===== src/rtl/fft_pkg.sv =====
// Shared types and limits for the FFT streaming front end.
// A beat carries one complex sample plus its frame tags and transform settings.
package fft_pkg;

   localparam int DATA_W  = 32;
   localparam int PTS_W   = 19;
   localparam int MIN_PTS = 64;
   localparam int MAX_PTS = 262144;

   typedef enum logic {
      IDLE   = 1'b0,
      STREAM = 1'b1
   } state_t;

   typedef struct packed {
      logic [DATA_W-1:0] re;
      logic [DATA_W-1:0] im;
      logic              sop;
      logic              eop;
      logic [PTS_W-1:0]  pts;
      logic              inverse;
   } beat_t;

   // Power of two within [MIN_PTS, MAX_PTS]; zero fails the range test.
   function automatic logic is_legal_pts(input logic [PTS_W-1:0] pts);
      return ((pts & (pts - 1'b1)) == '0) &&
             (pts >= PTS_W'(MIN_PTS)) && (pts <= PTS_W'(MAX_PTS));
   endfunction

endpackage


===== src/rtl/fft_st_skid.sv =====
// Two-entry registered skid buffer, FIFO order; the head entry drives the outputs.
// occ_next exposes next-cycle occupancy so a caller can register its own ready.
module fft_st_skid
   import fft_pkg::*;
#(
   parameter type T = beat_t
) (
   input  logic       clk,
   input  logic       reset,
   input  logic       push,
   input  T           push_data,
   input  logic       pop_ready,
   output logic       out_valid,
   output T           out_data,
   output logic [1:0] occ_next
);

   logic [1:0] cnt_q;
   T           head_q;
   T           tail_q;
   logic       pop;
   logic       push_ok;

   assign pop     = (cnt_q != 2'd0) && pop_ready;
   assign push_ok = push && ((cnt_q != 2'd2) || pop);

   always_comb begin
      occ_next = cnt_q;
      unique case ({push_ok, pop})
         2'b10:   occ_next = cnt_q + 2'd1;
         2'b01:   occ_next = cnt_q - 2'd1;
         default: occ_next = cnt_q;
      endcase
   end

   always_ff @(posedge clk or posedge reset) begin
      if (reset) begin
         cnt_q  <= 2'd0;
         head_q <= '0;
         tail_q <= '0;
      end else begin
         cnt_q <= occ_next;
         // Head keeps its last contents when drained so the outputs hold.
         if (push_ok && ((cnt_q == 2'd0) || ((cnt_q == 2'd1) && pop)))
            head_q <= push_data;
         else if (pop && (cnt_q == 2'd2))
            head_q <= tail_q;
         if (push_ok && (((cnt_q == 2'd1) && !pop) || (cnt_q == 2'd2)))
            tail_q <= push_data;
      end
   end

   assign out_valid = (cnt_q != 2'd0);
   assign out_data  = head_q;

endmodule


===== src/rtl/fft_frame_source.sv =====
// Frames an unframed complex-sample stream into sop/eop-delimited FFT input frames,
// with per-frame points/direction carried on every beat through a registered skid.
module fft_frame_source
   import fft_pkg::*;
(
   input  logic              clk,
   input  logic              reset,
   input  logic              cfg_valid,
   output logic              cfg_ready,
   input  logic [PTS_W-1:0]  cfg_pts,
   input  logic              cfg_inverse,
   input  logic              in_valid,
   output logic              in_ready,
   input  logic [DATA_W-1:0] in_real,
   input  logic [DATA_W-1:0] in_imag,
   output logic              out_valid,
   input  logic              out_ready,
   output logic              out_sop,
   output logic              out_eop,
   output logic [1:0]        out_error,
   output logic [DATA_W-1:0] out_real,
   output logic [DATA_W-1:0] out_imag,
   output logic [PTS_W-1:0]  out_fftpts,
   output logic              out_inverse,
   output logic              busy,
   output logic              cfg_err,
   output logic [31:0]       frame_count
);

   state_t            state_q, state_d;
   logic [PTS_W-1:0]  pts_q;
   logic [PTS_W-1:0]  cnt_q;
   logic              inv_q;
   logic              cfg_rdy_q, cfg_rdy_d;
   logic              in_rdy_q, in_rdy_d;
   logic              cfg_err_q;
   logic [31:0]       frame_cnt_q;
   logic              cfg_fire, cfg_legal, in_fire;
   logic [1:0]        occ_next;
   beat_t             beat, head;

   assign cfg_fire  = cfg_valid && cfg_rdy_q;
   assign cfg_legal = is_legal_pts(cfg_pts);
   assign in_fire   = in_valid && in_rdy_q;

   always_comb begin
      beat         = '0;
      beat.re      = in_real;
      beat.im      = in_imag;
      beat.sop     = (cnt_q == '0);
      beat.eop     = (cnt_q == (pts_q - 1'b1));
      beat.pts     = pts_q;
      beat.inverse = inv_q;
   end

   // Both readies are registered from next-state values, cutting every ready path.
   always_comb begin
      state_d = state_q;
      unique case (state_q)
         IDLE:   if (cfg_fire && cfg_legal) state_d = STREAM;
         STREAM: if (in_fire && beat.eop)   state_d = IDLE;
      endcase
      cfg_rdy_d = (state_d == IDLE);
      in_rdy_d  = (state_d == STREAM) && (occ_next != 2'd2);
   end

   always_ff @(posedge clk or posedge reset) begin
      if (reset) begin
         state_q     <= IDLE;
         cfg_rdy_q   <= 1'b0;
         in_rdy_q    <= 1'b0;
         pts_q       <= '0;
         inv_q       <= 1'b0;
         cnt_q       <= '0;
         cfg_err_q   <= 1'b0;
         frame_cnt_q <= '0;
      end else begin
         state_q   <= state_d;
         cfg_rdy_q <= cfg_rdy_d;
         in_rdy_q  <= in_rdy_d;
         if (cfg_fire && cfg_legal) begin
            pts_q <= cfg_pts;
            inv_q <= cfg_inverse;
            cnt_q <= '0;
         end else if (in_fire) begin
            cnt_q <= cnt_q + 1'b1;
         end
         if (cfg_fire && !cfg_legal)
            cfg_err_q <= 1'b1;
         if (out_valid && out_ready && head.eop)
            frame_cnt_q <= frame_cnt_q + 32'd1;
      end
   end

   fft_st_skid #(.T(beat_t)) u_skid (
      .clk       (clk),
      .reset     (reset),
      .push      (in_fire),
      .push_data (beat),
      .pop_ready (out_ready),
      .out_valid (out_valid),
      .out_data  (head),
      .occ_next  (occ_next)
   );

   assign cfg_ready   = cfg_rdy_q;
   assign in_ready    = in_rdy_q;
   assign out_sop     = head.sop;
   assign out_eop     = head.eop;
   assign out_error   = 2'b00;
   assign out_real    = head.re;
   assign out_imag    = head.im;
   assign out_fftpts  = head.pts;
   assign out_inverse = head.inverse;
   assign busy        = (state_q == STREAM) || out_valid;
   assign cfg_err     = cfg_err_q;
   assign frame_count = frame_cnt_q;

endmodule


===== config.mk =====
export PLATFORM = sky130hd
export DESIGN_NAME = fft_frame_source
export DESIGN_NICKNAME = d
export VERILOG_FILES = /design/src/rtl/fft_pkg.sv /design/src/rtl/fft_st_skid.sv /design/src/rtl/fft_frame_source.sv
export SDC_FILE = /design/constraint.sdc
export NUM_CORES = 1
export LEC_CHECK = 0
export CORE_MARGIN = 8
export CORE_UTILIZATION = 40
export DETAILED_ROUTE_END_ITERATION = 12
export GPL_TIMING_DRIVEN = 0
export PLACE_DENSITY = 0.67
export SYNTH_ARGS = -nofsm -noshare
export SYNTH_HDL_FRONTEND = slang
export SYNTH_SLANG_ARGS = --single-unit

===== constraint.sdc =====
create_clock -name clk -period 8.3 [get_ports clk]
set_clock_uncertainty 0.15 [all_clocks]
set_input_delay 1.66 -clock clk [delete_from_list [all_inputs] [get_ports clk]]
set_output_delay 1.66 -clock clk [all_outputs]
set_load 0.01 [all_outputs]

---- Word level (Yosys, flattened, before mapping) ----
Index checks and enable logic that the tools add are counted.
storage, ports and cells
  register bits ........................... 249
  memories ................................ 0
  output and inout port bits .............. 125
  latch bits .............................. 0
  RAM bits ................................ 0
  logic and storage cells ................. 75
  ROM bits ................................ 0
operators by class
  shifts and indexed selects .............. 0
  divide/modulo/power cells ............... 0
  equal/unequal tests ..................... 7
  bitwise logic cells ..................... 3
  reduce and logical (&&, ||, !) cells .... 28
  magnitude comparators ................... 2
  $mul .................................... 0
  $add $sub $neg .......................... 6
  multiplexer cells ....................... 8
operators with widths
  cell                                                                                   count
  86-bit 2-to-1 mux                                                                      2
  19-bit logical NOT                                                                     2
  19-bit 2-to-1 mux                                                                      2
  19-bit by 1-bit subtractor with 19-bit output (second input constant)                  2
  32-bit by 1-bit adder with 32-bit output (second input constant)                       1
  19-bit by 1-bit adder with 19-bit output (second input constant)                       1
  19-bit AND                                                                             1
  19-bit equality test                                                                   1
  19-bit by 7-bit greater-or-equal comparator with 1-bit output (second input constant)  1
  19-bit <= comparator (second input constant)                                           1
  1-bit logical AND                                                                      16
  2-bit nonzero test                                                                     3
  2-bit by 1-bit equality test with 1-bit output (second input constant)                 2
  2-bit equality test (second input constant)                                            2
  1-bit logical OR                                                                       4
  2-bit != test (second input constant)                                                  2
  2-bit one-hot mux with 2 select lines                                                  1
  2-bit by 1-bit adder with 2-bit output (second input constant)                         1
  1-bit logical NOT                                                                      2
  2-bit logical NOT                                                                      1
  1-bit 2-to-1 mux                                                                       2
  1-bit inverter                                                                         2
  1-bit one-hot mux with 2 select lines                                                  1
  2-bit by 1-bit subtractor with 2-bit output (second input constant)                    1

---- Logic depth before layout (Yosys ltp) ----
  depth in word-level cells ............... 9
  gate-level depth with buffers ........... 11
  depth with buffers taken out ............ 9

---- Hierarchy ----
From an unflattened synthesis, not the netlist that was laid out.
unflattened totals
  cells, all modules ...................... 1008
  area, all modules ....................... 11561.1 µm²
modules (own cells, without submodules)
  module            times used  sequential area each (µm²)  cells an instance  area each (µm²)
  fft_st_skid       1           4354.2                      584                7324.5
  fft_frame_source  1           1876.8                      424                4236.6

---- Least setup slack after synthesis ----
No wires, ideal clock.
  path kind ............................... input to register
  start point ............................. input cfg_pts[1]
  end point ............................... register inv_q
  cell stages on the path ................. 7
  path buffers ............................ 1
  arrival ................................. 3.743 ns
  path slack .............................. 4.283 ns
  setup time .............................. 0.125 ns
  path through ............................ nor3_1 > nand3_1 > a2111oi_0 > nor3_1 > nor4_1 > clkbuf_1 > mux2_2
on the way
  longest elaborated chain between the ends .. 6
  elaborated cells on any way between the ends .. 8
  classes of those cells .................. 1 x add/sub; 2 x order compare; 1 x bitwise; 4 x reduce/logical
ends and longest elaborated chain
  element                                        RTL line                text
  start: declaration                             fft_frame_source.sv:10  input logic [PTS_W-1:0] cfg_pts,
  19-bit by 1-bit subtractor with 19-bit output  fft_pkg.sv:26           return ((pts & (pts - 1'b1)) == '0) &&
  19-bit AND                                     fft_pkg.sv:26
  19-bit logical NOT                             fft_pkg.sv:26
  1-bit logical AND                              fft_pkg.sv:26
  1-bit logical AND (*)                          fft_pkg.sv:27           (pts >= PTS_W'(MIN_PTS)) && (pts <= PTS_W'(MAX_PTS));
  1-bit logical AND (*)                          fft_frame_source.sv:81  if (cfg_fire && cfg_legal) begin
  end signal: assignment                         fft_frame_source.sv:83  inv_q <= cfg_inverse;
  end: declaration                               fft_frame_source.sv:33  logic inv_q;
Every way passes the cells marked *; elsewhere a longest branch is shown, timed or not.
A chain may end at the register's enable or synchronous reset.

---- Worst setup path after layout ----
  start point ............................. input cfg_pts[2]
  end point ............................... register cnt_q[7]
on the way
  longest elaborated chain between the ends .. 7
  elaborated cells on any way between the ends .. 10
  classes of those cells .................. 1 x add/sub; 2 x order compare; 1 x mux; 1 x bitwise; 5 x reduce/logical
ends and longest elaborated chain
  element                                                  RTL line                text
  19-bit by 1-bit subtractor with 19-bit output            fft_pkg.sv:26
  19-bit AND                                               fft_pkg.sv:26
  19-bit logical NOT                                       fft_pkg.sv:26
  1-bit logical AND                                        fft_pkg.sv:26
  1-bit logical AND (*)                                    fft_pkg.sv:27
  1-bit logical AND (*)                                    fft_frame_source.sv:81
  19-bit 2-to-1 mux or 2-bit nonzero test (tied branches)  -
  end signal: assignment                                   fft_frame_source.sv:86  cnt_q <= cnt_q + 1'b1;
  end: declaration                                         fft_frame_source.sv:32  logic [PTS_W-1:0] cnt_q;
Marks and branches as above.

==> flow_summary_export.csv <==
group,metric,value,unit
outcome,outcome,"completed",
grt,grt_pass1_wl,47300,um
clock_network,post-cts-setup-buffers,0,
worst_setup_path,path_cells,"clkdlybuf4s50_1, nor3_1, nand3_1, a2111oi_0, nor3_1, nor4_1, clkbuf_1, clkbuf_1, nor2_1",
route,num_vias,8373,
route,antenna_left,0,
yosys,syn_inst,989,
final_layout,nets,1334,
clock_network,ctsResizeCount,0,
final_layout,fill_cells,2422,
worst_setup_path,slowest_stage,"nor4_1",
worst_setup_path,rr_worst_depth,8,
yosys,synth_edf_count,0,
placed_design,io_buffers,211,
grt,grt_max_degree,41,
route,drtIter0Drc,476,
grt,grt-ovfl-total,0,
die,initial_core_util,0.406,
worst_setup_path,crit_path_max_incr_delay,0.71,ns
worst_setup_path,worst_setup_path_start_kind,"input port",
yosys,synthArstFlopShare,1.00,
yosys,ys_seq_elements,249,
worst_setup_path,cp_max_fo,10,
timing,period_share,0.584,
route,drtPass1Iterations,5,
final_layout,layout_common_cells,"249 x dfrtp_1, 211 x clkdlybuf4s50_1, 118 x nand2_1, 100 x mux2_2, 92 x o21ai_0",
timing,maxSlewHeadroom,0.386,
clock_network,cts_sinks,249,
route,wire_per_inst,17.8,um
yosys,synth_area,11300,um^2
placed_design,dp_hpwl,21100,um
yosys,avgSynthCellArea,11.4,um^2
clock_network,ctsHtreeMaxLevel,1,
pwr,p_leak,7.07,nW
timing,hold_viol,0,
final_layout,drive_above_1_share,0.129,
route,routed_wl,29200,um
min_path,holdPathStages,1,
min_path,worstHoldEndpoint,"frame_count[31]",
grt,grt_pass1_vias,8609,
worst_setup_path,crit_arrival,5.10,ns
timing,period_needed,4.85,ns
worst_setup_path,setup.worst_path.class,"input port to register",
grt,antenna_found_initial,1,
min_path,hp-class,"register to register",
worst_setup_path,critPathTopFamily,"simple AND/OR/NAND/NOR gates",
grt,globalRouteTotalUtil,0.172,
clock_network,clkTransAtPathRegs,0.06,ns
placed_design,gp_congestion,0.822,
min_path,hold_start,"frame_count[31]",
timing,fin_setup_tns,0,ns
yosys,synth_seq_area_share,0.553,
worst_setup_path,reg2reg_from,"u_skid.cnt_q[0]",
timing,slew_violations,0,
timing,fmax,206,MHz
clock_network,insertion_delay,0.53,ns
route,viasPerCell,5.11,
job,drv_cap,0,
final_layout,utilization,0.538,
pwr,ir_worst_vdd,0.000136,V
die,dieArea,33800,um^2
route,drc,0,
yosys,ys.flop_type,"dfrtp_1",
final_layout,mostFrequentLayoutCell,"dfrtp_1",
clock_network,cts_buffers,28,
clock_network,cts_buffer_depth,3,
yosys,yosys.cell_types.count,54,
final_layout,syn2layout_area_growth,32.6,%
yosys,ys_warn_count,0,
worst_setup_path,r2r_end,"u_skid.tail_q[74]",
pwr,pwr_density_cell,191,nW/um^2
clock_network,tritoncts,"built",
die,core,27800,um^2
timing,tightest_slew,0.921,ns
clock_network,cts-root-buf,"clkbuf_16",
die,ios,214,
die,die_w,184,um
worst_setup_path,worstPathRequired,8.55,ns
worst_setup_path,crit_path_end_kind,"register",
timing,rsz0062_at_grt,"no",
clock_network,holdBufCountCts,0,
die,rows,61,
die,die_y,184,um
worst_setup_path,critPathBufInv,3,
worst_setup_path,r2r_slack,4.67,ns
timing,setup_viol,0,
cells by family after synthesis:
group           Yosys count  share of synthesized area
mux                     189                      0.179
compound gates          127                     0.0655
buf+inv                  71                     0.0254
flops                   249                      0.553
simple gates            272                      0.112
other cells               1                   0.000333
fa+ha+maj                 8                    0.00866
xor+xnor                 72                     0.0560
Yosys cell counts (2+ instances only):
cell type	n	area share
inv_1	16	0.0053
o41ai_1	2	0.0016
ha_1	7	0.0078
xnor2_1	45	0.035
a41oi_1	2	0.0016
clkbuf_1	36	0.012
a211oi_1	4	0.0027
mux2i_1	89	0.079
or3_1	2	0.0011
nand4_1	12	0.0067
xor2_1	27	0.021
a2111oi_0	2	0.0016
or4_1	2	0.0013
and3_1	7	0.0039
a21oi_1	5	0.0022
buf_4	3	0.0020
nor2b_1	7	0.0039
a22oi_1	2	0.0013
nor2_1	48	0.016
dfrtp_1	249	0.55
o31a_1	3	0.0023
o21ai_0	92	0.041
and2_1	4	0.0022
mux2_2	100	0.10
buf_1	14	0.0047
nand3_1	26	0.012
nand3b_1	2	0.0013
a31oi_1	3	0.0017
nand2b_1	5	0.0028
nand2_1	118	0.039
nor3_1	14	0.0062
o311ai_0	2	0.0016
nor4_1	16	0.0089
and4_1	3	0.0023
routing by layer:
metal | share of wire | vias to the layer above | track usage
li1 | - | 3956 | -
met1 | 0.45 | 4146 | 0.233
met2 | 0.47 | 236 | 0.278
met3 | 0.067 | 35 | 0.0385
met4 | 0.018 | 0 | 0.0384
met5 | 0 | - | 0
sequential cells by signal (all words and copies together) (netlist names):
| name | cells |
|---|---|
| u_skid.out_data | 86 |
| u_skid.tail_q | 86 |
| frame_count | 32 |
| cnt_q | 19 |
| pts_q | 19 |
| u_skid.cnt_q | 2 |
| cfg_err | 1 |
| cfg_ready | 1 |
| in_ready | 1 |
| inv_q | 1 |
| state_q | 1 |
worst max path at each step:
| stage | endpoint | slack (ns) | from | cells after the start |
|---|---|---|---|---|
| after floorplan | cfg_err | 3.22 | reset | 1 |
| after global placement | pts_q[10] | 1.30 | reset | 2 |
| after detailed placement | cnt_q[4] | 2.94 | cfg_pts[2] | 9 |
| after CTS | cnt_q[7] | 3.50 | cfg_pts[2] | 9 |
| after global routing | cnt_q[7] | 3.09 | cfg_pts[1] | 9 |
| final | cnt_q[7] | 3.45 | cfg_pts[2] | 9 |
final cells by class:
| class | count | area (um^2) | share of cell area |
|---|---|---|---|
| multi-input cells | 670 | 4760 | 0.318 |
| inverters | 16 | 63.8 | 0.00427 |
| clock buffers | 43 | 868 | 0.0581 |
| repair buffers | 218 | 2250 | 0.151 |
| diodes | 1 | 2.50 | 0.000167 |
| well taps | 378 | 473 | 0.0317 |
| plain buffers | 55 | 226 | 0.0152 |
| clock inverters | 7 | 66.3 | 0.00444 |
| flip-flops and latches | 249 | 6230 | 0.417 |
metrics by stage:
step	cells	worst slack, ns	hold slack [ns]	cell area [um^2]	total power (W)
2_1_floorplan	990	3.22	0.312	11300	0.00149
3_5_place_dp	1586	2.94	0.315	14000	0.00166
5_1_grt	1637	3.09	0.362	14900	0.00298
6_report	1637	3.45	0.323	14900	0.00286
4_1_cts	1636	3.50	0.335	14900	0.00291
3_3_place_gp	1579	1.30	0.309	13900	0.00164
where the power goes:
group / internal (W) / total, W / switching, W
logic: 0.000177 / 0.000367 / 0.000190
clock network: 0.000747 / 0.00123 / 0.000482
registers: 0.00124 / 0.00126 / 0.0000271
total: 0.00216 / 0.00286 / 0.000700
No activity file was read; power rests on OpenSTA's default activity.
